### src/rtl/rx_frame_ctrl.sv
// Receive-frame sequencer for the 1 Mbps DSSS receiver: walks each frame through
// sync, header, payload and CRC, gates the byte extractor and reports per-frame status.
`timescale 1ns/1ps

module rx_frame_ctrl #(
    parameter int          SFD_TIMEOUT_BITS    = 160,
    parameter int          HDR_TIMEOUT_BITS    = 56,
    parameter int          PAYLOAD_MARGIN_BITS = 16,
    parameter logic [15:0] MAX_LEN_BITS        = 16'd20000,
    parameter logic [7:0]  RATE_1M             = 8'h0A
) (
    input  logic        clk,
    input  logic        reset,
    input  logic        data_bit_valid,
    input  logic        preamble_detected,
    input  logic        sfd_detected,
    input  logic        pkt_header_valid_strobe,
    input  logic        pkt_header_valid,
    input  logic [7:0]  pkt_rate,
    input  logic [15:0] pkt_len,
    input  logic        crc_ok_strobe,
    input  logic        crc_ok,
    output logic        payload_enable,
    output logic        payload_reset,
    output logic        rx_busy,
    output logic        frame_done,
    output logic [2:0]  frame_status,
    output logic [15:0] latched_len,
    output logic [15:0] frame_ok_count,
    output logic [15:0] frame_err_count
);

    typedef enum logic [2:0] {
        IDLE    = 3'd0,
        SYNC    = 3'd1,
        HEADER  = 3'd2,
        PAYLOAD = 3'd3,
        DONE    = 3'd4
    } state_t;

    localparam logic [2:0] ST_OK      = 3'd1;
    localparam logic [2:0] ST_BAD_FCS = 3'd2;
    localparam logic [2:0] ST_HDR_TO  = 3'd3;
    localparam logic [2:0] ST_HDR_CRC = 3'd4;
    localparam logic [2:0] ST_RATE    = 3'd5;
    localparam logic [2:0] ST_LEN     = 3'd6;
    localparam logic [2:0] ST_PAY_TO  = 3'd7;

    localparam logic [16:0] SFD_LIMIT = 17'(SFD_TIMEOUT_BITS);
    localparam logic [16:0] HDR_LIMIT = 17'(HDR_TIMEOUT_BITS);
    localparam logic [16:0] MARGIN    = 17'(PAYLOAD_MARGIN_BITS);

    state_t      state;
    logic [16:0] bit_cnt;
    logic [16:0] cnt_inc;
    logic [16:0] pay_limit;
    logic [2:0]  pend_status;

    // Timeouts compare against the count including this cycle's bit, so the
    // limiting bit and a same-cycle strobe are seen together and the strobe wins.
    assign cnt_inc   = bit_cnt + {16'd0, data_bit_valid};
    assign pay_limit = {1'b0, latched_len} + MARGIN;

    always_ff @(posedge clk or posedge reset) begin
        if (reset) begin
            state           <= IDLE;
            bit_cnt         <= '0;
            pend_status     <= '0;
            payload_enable  <= 1'b0;
            payload_reset   <= 1'b0;
            rx_busy         <= 1'b0;
            frame_done      <= 1'b0;
            frame_status    <= '0;
            latched_len     <= '0;
            frame_ok_count  <= '0;
            frame_err_count <= '0;
        end else begin
            payload_reset <= 1'b0;
            frame_done    <= 1'b0;
            case (state)
                IDLE: begin
                    if (preamble_detected) begin
                        state   <= SYNC;
                        bit_cnt <= '0;
                        rx_busy <= 1'b1;
                    end
                end
                SYNC: begin
                    bit_cnt <= cnt_inc;
                    if (sfd_detected) begin
                        state         <= HEADER;
                        bit_cnt       <= '0;
                        payload_reset <= 1'b1;
                    end else if (!preamble_detected || cnt_inc >= SFD_LIMIT) begin
                        state   <= IDLE;
                        bit_cnt <= '0;
                        rx_busy <= 1'b0;
                    end
                end
                HEADER: begin
                    bit_cnt <= cnt_inc;
                    if (pkt_header_valid_strobe) begin
                        if (!pkt_header_valid) begin
                            pend_status <= ST_HDR_CRC;
                            state       <= DONE;
                        end else if (pkt_rate != RATE_1M) begin
                            pend_status <= ST_RATE;
                            state       <= DONE;
                        end else if (pkt_len < 16'd32 || pkt_len > MAX_LEN_BITS) begin
                            pend_status <= ST_LEN;
                            state       <= DONE;
                        end else begin
                            latched_len    <= pkt_len;
                            bit_cnt        <= '0;
                            state          <= PAYLOAD;
                            payload_enable <= 1'b1;
                        end
                    end else if (cnt_inc >= HDR_LIMIT) begin
                        pend_status <= ST_HDR_TO;
                        state       <= DONE;
                    end
                end
                PAYLOAD: begin
                    bit_cnt <= cnt_inc;
                    if (crc_ok_strobe) begin
                        pend_status    <= crc_ok ? ST_OK : ST_BAD_FCS;
                        state          <= DONE;
                        payload_enable <= 1'b0;
                    end else if (cnt_inc >= pay_limit) begin
                        pend_status    <= ST_PAY_TO;
                        state          <= DONE;
                        payload_enable <= 1'b0;
                    end
                end
                DONE: begin
                    frame_done   <= 1'b1;
                    frame_status <= pend_status;
                    if (pend_status == ST_OK) begin
                        if (frame_ok_count != 16'hFFFF) frame_ok_count <= frame_ok_count + 16'd1;
                    end else begin
                        if (frame_err_count != 16'hFFFF) frame_err_count <= frame_err_count + 16'd1;
                    end
                    state   <= IDLE;
                    bit_cnt <= '0;
                    rx_busy <= 1'b0;
                end
                default: begin
                    state   <= IDLE;
                    bit_cnt <= '0;
                    rx_busy <= 1'b0;
                end
            endcase
        end
    end

endmodule
### config.mk
export PLATFORM = sky130hd
export DESIGN_NAME = rx_frame_ctrl
export DESIGN_NICKNAME = d
export VERILOG_FILES = /design/src/rtl/rx_frame_ctrl.sv
export SDC_FILE = /design/constraint.sdc
export NUM_CORES = 1
export LEC_CHECK = 0
export ABC_CLOCK_PERIOD_IN_PS = 4000
export BUFFER_PORTS_ARGS = -buffer_cell sky130_fd_sc_hd__buf_4
export CAP_MARGIN = 20
export CORE_MARGIN = 5
export CORE_UTILIZATION = 56
export DETAILED_ROUTE_END_ITERATION = 10
export MAX_ROUTING_LAYER = met4
export PLACE_DENSITY = 0.81
export SLEW_MARGIN = 20
export SYNTH_ARGS = -nofsm -noshare
export SYNTH_HDL_FRONTEND = slang
export SYNTH_SLANG_ARGS = --single-unit
export TNS_END_PERCENT = 50
### constraint.sdc
create_clock -name clk -period 4 [get_ports clk]
set_clock_uncertainty 0.15 [all_clocks]
set_input_delay 0.4 -clock clk [delete_from_list [all_inputs] [get_ports clk]]
set_output_delay 0.4 -clock clk [all_outputs]
set_load 0.02 [all_outputs]
* Yosys cells after proc, flatten, opt, wreduce, memory -nomap -nowiden
Index checks and enable logic that the tools add are counted.
Storage, ports and cells: register bits 78, output and inout port bits 55
Operators by class: $add $sub $neg 4, magnitude comparators 5, eq/ne operators 19, mux-type cells 42, bitwise gates (word level) 4, reduce and logical (&&, ||, !) cells 13
Operators with widths (count):
- $mux W17 | 7
- $pmux W17 S4 | 1
- $mux W3 | 17
- $add A16 B1 Y16 const B | 2
- $ne A16 B16 Y1 const B | 2
- $add A16 B5 Y17 const B | 1
- $add A17 B1 Y17 | 1
- $ge A17 B17 Y1 | 1
- $ge A17 B6 Y1 const B | 1
- $ge A17 B8 Y1 const B | 1
- $gt A16 B15 Y1 const B | 1
- $lt A16 B6 Y1 const B | 1
- $ne A2 B2 Y1 const B | 7
- $mux W1 | 12
- $pmux W3 S4 | 1
- $reduce_and A4 Y1 | 3
- $ne A3 B3 Y1 const B | 3
- $ne A8 B4 Y1 const B | 1
- $eq A3 B1 Y1 const B | 2
- $eq A3 B2 Y1 const B | 2
- $pmux W3 S2 | 1
- $reduce_and A3 Y1 | 2
- $reduce_and A6 Y1 | 1
- $ne A5 B5 Y1 const B | 1
- other kinds (11) | 15

* Depth between registers and ports, before layout
Gate-level depths: netlist (run 1).
word-level depth 7, mapped depth 16, gate-level depth less buffers 14

* Least setup slack after synthesis (run 1)
OpenSTA, ideal clock, no wires.
kind input port to flip-flop, start input port data_bit_valid, end register pend_status[0], arrival 3303 ps, data required time 3723 ps, slack 420 ps, cell stages on the path 16, path buffers 2, cell sequence ha_1 > ha_1 > buf_2 > nand4_2 > nor2_1 > xor2_1 > ha_1 > and4_1 > o21ai_0 > a31oi_1 > o22ai_1 > maj3_1 > o21ai_2 > and3_1 > buf_2 > mux2_1
On the way: cells in the longest elaborated chain, start to end 4, elaborated cells between the ends (all ways) 6
Ends and longest elaborated chain:
- start, declared | line 14 | input logic data_bit_valid,
- $add A17 B1 Y17 (*) | line 61 | assign cnt_inc = bit_cnt + {16'd0, data_bit_valid};
- $ge A17 B17 Y1 / $ge A17 B6 Y1 (equally long branches) | line 129, 118
- $ne A3 B3 Y1 (no line)
- $reduce_and A4 Y1 (no line) (*)
- end signal, assigned | line 126 | pend_status <= crc_ok ? ST_OK : ST_BAD_FCS;
- end, declared | line 57 | logic [2:0] pend_status;
Mark *: on every way between the ends. The rest lies on a longest branch, timed or not. A chain may end at the register's enable or synchronous reset.

* Worst setup path in the final report (run 1)
start register bit_cnt[0], end register pend_status[0]
On the way: cells in the longest elaborated chain, start to end 4, elaborated cells between the ends (all ways) 6
Ends and longest elaborated chain:
- start, declared | line 54 | logic [16:0] bit_cnt;
- start signal, assigned | line 89 | bit_cnt <= cnt_inc;
- start signal, assigned | line 101 | bit_cnt <= cnt_inc;
- start signal, assigned | line 124 | bit_cnt <= cnt_inc;
- $add A17 B1 Y17 (*) | line 61
- $ge A17 B17 Y1 / $ge A17 B6 Y1 (equally long branches) | line 129, 118
- $ne A3 B3 Y1 (no line)
- $reduce_and A4 Y1 (no line) (*)
Marks and branches as above.

==> results of run 1 <==
registers in the layout, summed over array words and instances (netlist names):
register and flops:
frame_err_count 16, rx_busy 1, frame_status 3, frame_done 1, latched_len 16, frame_ok_count 16, pend_status 3, payload_reset 1
state 3, bit_cnt 17, payload_enable 1
worst paths after layout:
kind	to	slack [ns]
setup / recovery	pend_status[0]$_DFFE_PP0P_	0.26
hold / removal	frame_err_count[3]$_DFFE_PP0P_	0.01
setup reg to reg	pend_status[0]$_DFFE_PP0P_	0.26
hold reg to reg	frame_ok_count[13]$_DFFE_PP0P_	0.35
max in group asynchronous	pend_status[1]$_DFFE_PP0P_	2.64
min in group clk	latched_len[2]$_DFFE_PP0P_	0.11
metal layers:
metal	wire [um]	part of all wire	up-vias
met5	0	0	-
met4	99	0.0097	0
met3	481	0.047	8
met2	4990	0.49	105
met1	4670	0.46	1775
li1	-	-	1727
synthesized netlist by cell type (9+ instances only):
library cell   n  area share
a22o_1        11       0.022
a31oi_1       12       0.017
xnor2_1       33       0.065
mux2_2        19       0.048
xor2_1        23       0.046
and4_1         9       0.018
inv_1         14       0.012
nand3_1       23       0.026
nand4_1       15       0.021
dfrtp_1       78        0.44
o21ai_0       10       0.011
nor2_1        18       0.015
nand2_1       37       0.031
ha_1          20       0.057
nor3_1        10       0.011
layout make-up:
class                           instances  area, um2
Tap cell                              102        128
Clock buffer                           10        128
Fill cell                             582       2340
Sequential cell                        78       1950
Inverter                               14       52.6
Timing Repair Buffer                   92        691
Multi-Input combinational cell        319       2340
Clock inverter                          6       93.8
where the power goes:
group	switching, uW	total, uW	internal, uW	leakage, uW
registers	114	996	882	0.00105
logic	313	564	251	0.00141
clock network	307	664	356	0.000107
total	734	2220	1490	0.00257
stage by stage:
| stage | instance area (um2) | total power [uW] |
|---|---|---|
| final | 5390 | 2220 |
| after global routing | 5390 | 2350 |
| after CTS | 5390 | 2240 |
| after detailed placement | 5160 | 1570 |
| after global placement | 5160 | 1550 |
| after floorplan | 4430 | 1370 |
logic make-up (layout without fill, tap and decap cells):
kind of cell / after synthesis / in the layout / synth area share
mux: 23 / 23 / 0.0582
compound gates: 62 / 62 / 0.0972
fa+ha+maj: 22 / 22 / 0.0611
buf+inv: 29 / 122 / 0.0302
xor+xnor: 56 / 56 / 0.111
simple gates: 156 / 156 / 0.202
flops: 78 / 78 / 0.441
worst max-delay path: stages, from the launching register on:
cell,delay [ns]
dfrtp_1,0.35
ha_1,0.25
ha_2,0.29
nand4_2,0.15
nor2_1,0.23
xor2_1,0.11
ha_1,0.32
and4_1,0.19
o21ai_0,0.09
a31oi_1,0.15
o22ai_1,0.10
maj3_1,0.38
o21ai_2,0.23
and3_1,0.29
mux2_1,0.36
repair_timing:
action / in CTS / in global routing
gates resized for setup: 0 / 1
hold buffers: 0 / 0
setup endpoints to repair: 0 / 3
==> flow_summary.json, run 1 <==
{
  "ir_drop_uv": 217,
  "ys_ff_latch": 78,
  "core-area_um2": 7730,
  "wl_per_cell_um": 16.5,
  "async_flop_share": 1.00,
  "maxSlewViolCount": 0,
  "worstMarginPinSlew_ns": 0.771,
  "post-route-worst-setup-slack_ns": 0.256,
  "cp-startpoint": "bit_cnt[0]$_DFFE_PP0N_",
  "grt-ovfl-total": 0,
  "cts_tree": "done",
  "setup_viol": 0,
  "synthesis.instances": 426,
  "max_freq_mhz": 267,
  "slew_headroom": 0.483,
  "met1_usage": 0.312,
  "met3_usage": 0.0425,
  "critical_path_class": "flip-flop to flip-flop",
  "synth_edf_count": 0,
  "grt_pass1_wl_mm": 18.0,
  "area_delta_synth_final_pct": 21.7,
  "r2r_cells": 14,
  "nNetsFinal": 567,
  "clk_latency_ns": 0.35,
  "rsz0062_at_grt": "false",
  "totalWireLength_mm": 10.2,
  "dp_hpwl_mm": 7.67,
  "die_w_um": 98.9,
  "die_y_um": 98.9,
  "timing.hold.ws_ns": 0.0145,
  "busiest_layer": "met2",
  "syn-cell-area_um2": 4430,
  "cts_num_sinks": 78,
  "start_util": 0.573,
  "antenna_found_initial": 0,
  "dp_cells": 605,
  "holdCritPathClass": "input port to asynchronous set/reset pin",
  "synth_flop_cell": "dfrtp_1",
  "grt_pass1_vias": 3671,
  "final_common_cell": "buf_4",
  "hold_violations": 0,
  "cp.required_ns": 4.08,
  "htree_num_levels": 3,
  "layout-drive-gt1-share": 0.266,
  "io_pins": 88,
  "status": "finished clean",
  "ant_nets": 0,
  "syn_nets": 479,
  "vias": 3615,
  "setup-tns-final_ns": 0,
  "num_rows": 32,
  "reg2reg_from": "bit_cnt[0]$_DFFE_PP0N_",
  "final_core_util": 0.697,
  "clockBufferDepth": 2,
  "clk_transition_reported_paths_ns": 0.09,
  "avgSynthCellArea_um2": 10.4,
  "crit_arrival_ns": 3.83,
  "n_antenna_cell": 0,
  "period_minus_slack_ns": 3.74,
  "viasPerCell": 5.82,
  "fin_cells": 621,
  "p_leak_uw": 0.00257,
  "pre_cts_ws_ns": 0.144,
  "met2_usage": 0.369,
  "grt_util_all_layers": 0.232,
  "power.density_nw_per_um2": 413,
  "cp-end-kind": "flip-flop",
  "synth.distinct_cells": 54,
  "yosys_warnings": 0,
  "drt_first_pass_iters": 5,
  "mostFrequentLayoutCells": "92 x buf_4, 78 x dfrtp_1, 37 x nand2_1",
  "finalCritPeriodShare": 0.936,
  "root_buffer": "clkbuf_8",
  "numCtsBuffers": 9,
  "drt_iter0_drc": 148,
  "die-area_um2": 9780,
  "post-cts-setup-buffers": 0,
  "remaining_drc_errors": 0,
  "synth-seq-area-share": 0.441,
  "gp_congestion": 0.876,
  "portBuffers": 87,
  "worstPathMaxFanout": 7,
  "cp-start-kind": "flip-flop",
  "grt_max_degree": 46,
  "drv_cap": 0
}
No activity file was read; power rests on OpenSTA's default activity.
==> inputs of run 2 (changes only) <==
Settings changed: PLACE_DENSITY 0.81 to unset, PLACE_DENSITY_LB_ADDON set to 0.15.
==> flow_summary.json, run 2 (synthesis results as in run 1) <==
{
  "worstPathMaxFanout": 7,
  "pwr-share-comb": 0.253,
  "regMostFlops": "bit_cnt",
  "switching_share": 0.330,
  "p_int_uw": 1490,
  "grt-ovfl-total": 0,
  "design_area_um2": 5410,
  "worstMarginPinSlew_ns": 0.846,
  "slew_headroom": 0.432,
  "post-route-worst-setup-slack_ns": 0.358,
  "final_common_cell": "buf_4",
  "finalCritPeriodShare": 0.910,
  "clockBufferDepth": 2,
  "antenna_found_initial": 0,
  "grt_util_all_layers": 0.222,
  "cp.required_ns": 4.09,
  "portBuffers": 87,
  "root_buffer": "clkbuf_8",
  "status": "finished clean",
  "clk_latency_ns": 0.37,
  "wl_per_cell_um": 16.2,
  "largest_reg_flops": 17,
  "gp_congestion": 0.943,
  "grt_pass1_vias": 3518,
  "mostFrequentLayoutCells": "94 x buf_4, 78 x dfrtp_1, 37 x nand2_1",
  "cp-startpoint": "bit_cnt[0]$_DFFE_PP0N_",
  "n_antenna_cell": 0,
  "placedInstanceArea_um2": 5180,
  "num_rows": 32,
  "power.density_nw_per_um2": 412,
  "hold_violations": 0,
  "crit_arrival_ns": 3.74,
  "io_pins": 88,
  "die_y_um": 98.9,
  "numCtsBuffers": 9,
  "htree_num_levels": 3,
  "clk_transition_reported_paths_ns": 0.08,
  "nNetsFinal": 570,
  "start_util": 0.573,
  "cp-start-kind": "flip-flop",
  "die_w_um": 98.9,
  "core-area_um2": 7730,
  "remaining_drc_errors": 0,
  "cts_tree": "done",
  "max_freq_mhz": 275,
  "layout-drive-gt1-share": 0.266,
  "grt_max_degree": 30,
  "vias": 3555,
  "cts_num_sinks": 78,
  "area_delta_synth_final_pct": 22.2,
  "drv_cap": 0,
  "drt_iter0_drc": 136,
  "seqPwrFrac": 0.445,
  "pre_cts_ws_ns": 0.284,
  "finalPower_uw": 2230,
  "cp-end-kind": "flip-flop",
  "worstHoldStart": "pkt_len[2]",
  "p_leak_uw": 0.00258,
  "p_sw_uw": 735,
  "grt_pass1_wl_mm": 17.1,
  "holdCritPathClass": "input port to flip-flop",
  "fillers": 615,
  "hold_path_depth": 3,
  "pwr-share-clk": 0.302,
  "ir_drop_uv": 188,
  "post-cts-setup-buffers": 0,
  "totalWireLength_mm": 10.1,
  "drt_first_pass_iters": 4,
  "maxSlewViolCount": 0,
  "r2r_cells": 14,
  "rsz0062_at_grt": "false",
  "critical_path_class": "flip-flop to flip-flop",
  "reg2reg_from": "bit_cnt[0]$_DFFE_PP0N_",
  "viasPerCell": 5.70,
  "dp_hpwl_mm": 7.73,
  "setup-tns-final_ns": 0,
  "setup_viol": 0,
  "die-area_um2": 9780,
  "period_minus_slack_ns": 3.64,
  "ant_nets": 0
}
## run 2: cell count changes in the layout (fill, tap and decap cells not counted), sizes merged
cell         delta
clkinv          -2
buf             +2
inv             +1
dlygate4sd3     +1
clkinvlp        +1
## run 2: path summary, 6_finish.rpt
check	end	slack [ns]
max in group asynchronous	latched_len[12]$_DFFE_PP0P_	2.36
min in group asynchronous	frame_ok_count[3]$_DFFE_PP0P_	0.54
worst min-delay path	latched_len[2]$_DFFE_PP0P_	0.1
worst max-delay path	pend_status[2]$_DFFE_PP0P_	0.36
worst max register to register	pend_status[2]$_DFFE_PP0P_	0.36
worst min register to register	frame_ok_count[13]$_DFFE_PP0P_	0.35
## run 2: timing repair
| item | in CTS | in global routing |
|---|---|---|
| resized for setup | 0 | 0 |
| endpoints found under the hold margin | 22 | 0 |
| hold buffers | 1 | 0 |
## run 2: power by group through the flow
| stage | Sequential, uW | Combinational [uW] | Clock (uW) |
|---|---|---|---|
| after floorplan | 1030 | 334 | 0 |
| after global placement | 1000 | 549 | 0 |
| after detailed placement | 1010 | 565 | 0 |
| after CTS | 989 | 568 | 680 |
| after global routing | 1010 | 625 | 717 |
| final | 991 | 564 | 672 |
## run 2: final cells by class
cell class / instances / area, um2 / area share
inverters: 14 / 52.6 / 0.00972
clock inverters: 6 / 92.6 / 0.0171
flip-flops and latches: 78 / 1950 / 0.361
multi-input cells: 319 / 2340 / 0.433
well taps: 102 / 128 / 0.0236
clock buffers: 10 / 128 / 0.0236
repair buffers: 95 / 716 / 0.132
## run 2: worst max-delay path, cell delays in order (launching register included)
cell and delay (ns):
dfrtp_1 0.36, ha_1 0.24, ha_1 0.31, nand4_2 0.18
nor2_1 0.24, xor2_1 0.12, ha_1 0.32, and4_1 0.17
o21ai_0 0.07, a31oi_1 0.15, o22ai_1 0.08, maj3_1 0.37
o21ai_2 0.17, and3_1 0.26, mux2_1 0.34
## run 2: stage by stage
| stage | util | cells | hold WS [ns] |
|---|---|---|---|
| 6_report | 0.700 | 624 | 0.0979 |
| 5_1_grt | 0.700 | 624 | 0.112 |
| 3_5_place_dp | 0.670 | 607 | 0.330 |
| 2_1_floorplan | - | 426 | 0.326 |
| 4_1_cts | 0.700 | 624 | 0.0881 |
| 3_3_place_gp | 0.670 | 607 | 0.326 |
## run 2: routing by layer
layer  routed length, um  track usage  vias to the layer above  part of all wire
li1                    -            -                     1748                 -
met1                4980        0.307                     1706              0.49
met2                4540        0.334                       83              0.45
met3                 440       0.0467                       18             0.044
met4                 135       0.0557                        0             0.013
met5                   0            -                        -                 0
==> inputs of run 3 (changes only) <==
Settings changed: ABC_AREA set to 1, CAP_MARGIN 20 to unset, CORE_UTILIZATION 56 to 58, CTS_BUF_LIST set to sky130_fd_sc_hd__clkbuf_2 sky130_fd_sc_hd__clkbuf_4 sky130_fd_sc_hd__clkbuf_8.
==> flow_summary.json, run 3 <==
{
  "htree_num_levels": 3,
  "final_common_cell": "nand2_1",
  "maxSlewViolCount": 0,
  "met3_usage": 0.0417,
  "period_minus_slack_ns": 3.32,
  "die_w_um": 100,
  "syn_nets": 688,
  "rsz0062_at_grt": "false",
  "cts_num_sinks": 78,
  "die_y_um": 100,
  "ant_nets": 0,
  "gp_congestion": 0.880,
  "setup-tns-final_ns": 0,
  "worstMarginPinSlew_ns": 0.920,
  "max_freq_mhz": 302,
  "cp-end-kind": "flip-flop",
  "synth-seq-area-share": 0.412,
  "syn-cell-area_um2": 4730,
  "met1_usage": 0.312,
  "p_leak_uw": 0.00304,
  "io_pins": 88,
  "nNetsFinal": 783,
  "cts_tree": "done",
  "finalCritPeriodShare": 0.829,
  "antenna_found_initial": 0,
  "grt_max_degree": 45,
  "wl_per_cell_um": 14.0,
  "remaining_drc_errors": 0,
  "synth.distinct_cells": 30,
  "post-cts-setup-buffers": 0,
  "setup_viol": 0,
  "avgSynthCellArea_um2": 7.45,
  "synth_top_area_frac": 0.412,
  "regMostFlops": "bit_cnt",
  "synth_commonest_cells": "178 x nand2_1, 94 x inv_1, 78 x dfrtp_1, 62 x nor2_1, 41 x nand3_1",
  "die-area_um2": 10100,
  "drt_iter0_drc": 232,
  "start_util": 0.585,
  "portBuffers": 87,
  "ctsHoldBuffers": 0,
  "cp-start-kind": "flip-flop",
  "async_flop_share": 1.00,
  "area_delta_synth_final_pct": 21.5,
  "num_rows": 33,
  "worstPathMaxFanout": 8,
  "clk_latency_ns": 0.35,
  "clockBufferDepth": 2,
  "met2_usage": 0.412,
  "synth_most_common_cell": "nand2_1",
  "clk_transition_reported_paths_ns": 0.09,
  "n_antenna_cell": 0,
  "grt-ovfl-total": 0,
  "slew_headroom": 0.386,
  "synth_area_leaders": "dfrtp_1 41%, nand2_1 14%, inv_1 7.5%",
  "synth_edf_count": 0,
  "critical_path_class": "flip-flop to flip-flop",
  "cts_resized": 0,
  "post-route-worst-setup-slack_ns": 0.685,
  "grt_pass1_vias": 4329,
  "totalWireLength_mm": 11.7,
  "power.density_nw_per_um2": 405,
  "synth_flop_cell": "dfrtp_1",
  "synthesis.instances": 635,
  "crit_arrival_ns": 3.41,
  "layout-drive-gt1-share": 0.165,
  "cp.required_ns": 4.09,
  "drt_first_pass_iters": 5,
  "largest_reg_flops": 17,
  "dp_hpwl_mm": 8.97,
  "pre_cts_ws_ns": 0.664,
  "holdCritPathClass": "input port to asynchronous set/reset pin",
  "hold_violations": 0,
  "ir_drop_uv": 182,
  "root_buffer": "clkbuf_8",
  "drv_cap": 0,
  "grt_pass1_wl_mm": 19.8,
  "ys_ff_latch": 78,
  "busiest_layer": "met2",
  "status": "finished clean",
  "numCtsBuffers": 9,
  "mostFrequentLayoutCells": "178 x nand2_1, 93 x inv_1, 89 x buf_4",
  "viasPerCell": 5.34,
  "yosys_warnings": 0,
  "yosysTopAreaCell": "dfrtp_1",
  "grt_util_all_layers": 0.249,
  "core-area_um2": 8090,
  "vias": 4478
}
run 3: cell count changes after synthesis, moves of 8 or more:
cell	previous run	this run
mux2_2	19	0
inv_1	14	94
nor3_1	10	21
and3_1	8	0
a22o_1	11	0
nand3_1	23	41
xnor2_1	33	15
and4_1	9	0
a31oi_1	12	4
nor2_1	18	62
nand2_1	37	178
o21ai_0	10	35
run 3: kinds of logic after synthesis:
group / after synthesis / share of synthesized area
adder cells (fa/ha/maj): 20 / 0.0529
XOR/XNOR: 38 / 0.0703
AO/OA/AOI/OAI: 54 / 0.0629
AND/OR/NAND/NOR: 346 / 0.321
flip-flops: 78 / 0.412
buffers and inverters: 99 / 0.0801
run 3: path summary, 6_finish.rpt:
path,slack (ns),end,cells after the start,from
hold / removal,0.11,frame_err_count[15]$_DFFE_PP0P_,2,reset
hold reg to reg,0.32,pend_status[0]$_DFFE_PP0P_,2,pend_status[0]$_DFFE_PP0P_
min in group clk,0.11,latched_len[0]$_DFFE_PP0P_,3,pkt_len[0]
setup reg to reg,0.68,pend_status[2]$_DFFE_PP0P_,21,bit_cnt[0]$_DFFE_PP0N_
max in group asynchronous,2.60,bit_cnt[10]$_DFFE_PP0N_,3,reset
setup / recovery,0.68,pend_status[2]$_DFFE_PP0P_,21,bit_cnt[0]$_DFFE_PP0N_
run 3: stage by stage:
step / cells / instance area, um2 / utilization / total power (uW) / hold WS [ns]
5_1_grt: 839 / 5750 / 0.710 / 2470 / 0.139
4_1_cts: 839 / 5750 / 0.710 / 2330 / 0.106
3_5_place_dp: 824 / 5510 / 0.680 / 1610 / 0.310
3_3_place_gp: 824 / 5510 / 0.680 / 1580 / 0.308
6_report: 839 / 5750 / 0.710 / 2330 / 0.109
2_1_floorplan: 635 / 4730 / - / 1390 / 0.292
run 3: report_power, final:
group / leakage (uW) / internal, uW / switching (uW)
combinational: 0.00190 / 219 / 430
clock: 0.000119 / 431 / 305
sequential: 0.00101 / 877 / 67.8
total: 0.00304 / 1530 / 803
run 3: worst max-delay path: stages (launching register included):
cell and delay, ns:
dfrtp_1 0.36, ha_1 0.20, ha_1 0.21, nand2_1 0.11, nor2_1 0.13, inv_1 0.08, o21ai_1 0.30, inv_1 0.08
ha_1 0.30, nand2_1 0.05, nor2_1 0.17, nand3b_1 0.11, nand3_1 0.10, nand4_1 0.11, nand2_1 0.07, nand2_1 0.05
nand2_1 0.06, nand2_1 0.05, nand2_1 0.21, nand2_1 0.16, nand2_1 0.09, nand2_1 0.05
run 3: layer usage:
layer	share of wire	routed length, um	vias up
met2	0.51	5950	140
met3	0.057	667	25
li1	-	-	2217
met5	0	0	-
met1	0.42	4880	2096
met4	0.020	239	0
run 3: area by class of cell:
cell class                 count  area [um2]
inverter                      94         353
clock inverter                 5         106
fill                         679        2340
sequential                    78        1950
multi-input combinational    458        2400
clock buffer                  10         138
timing repair buffer          89         668
tap                          105         131
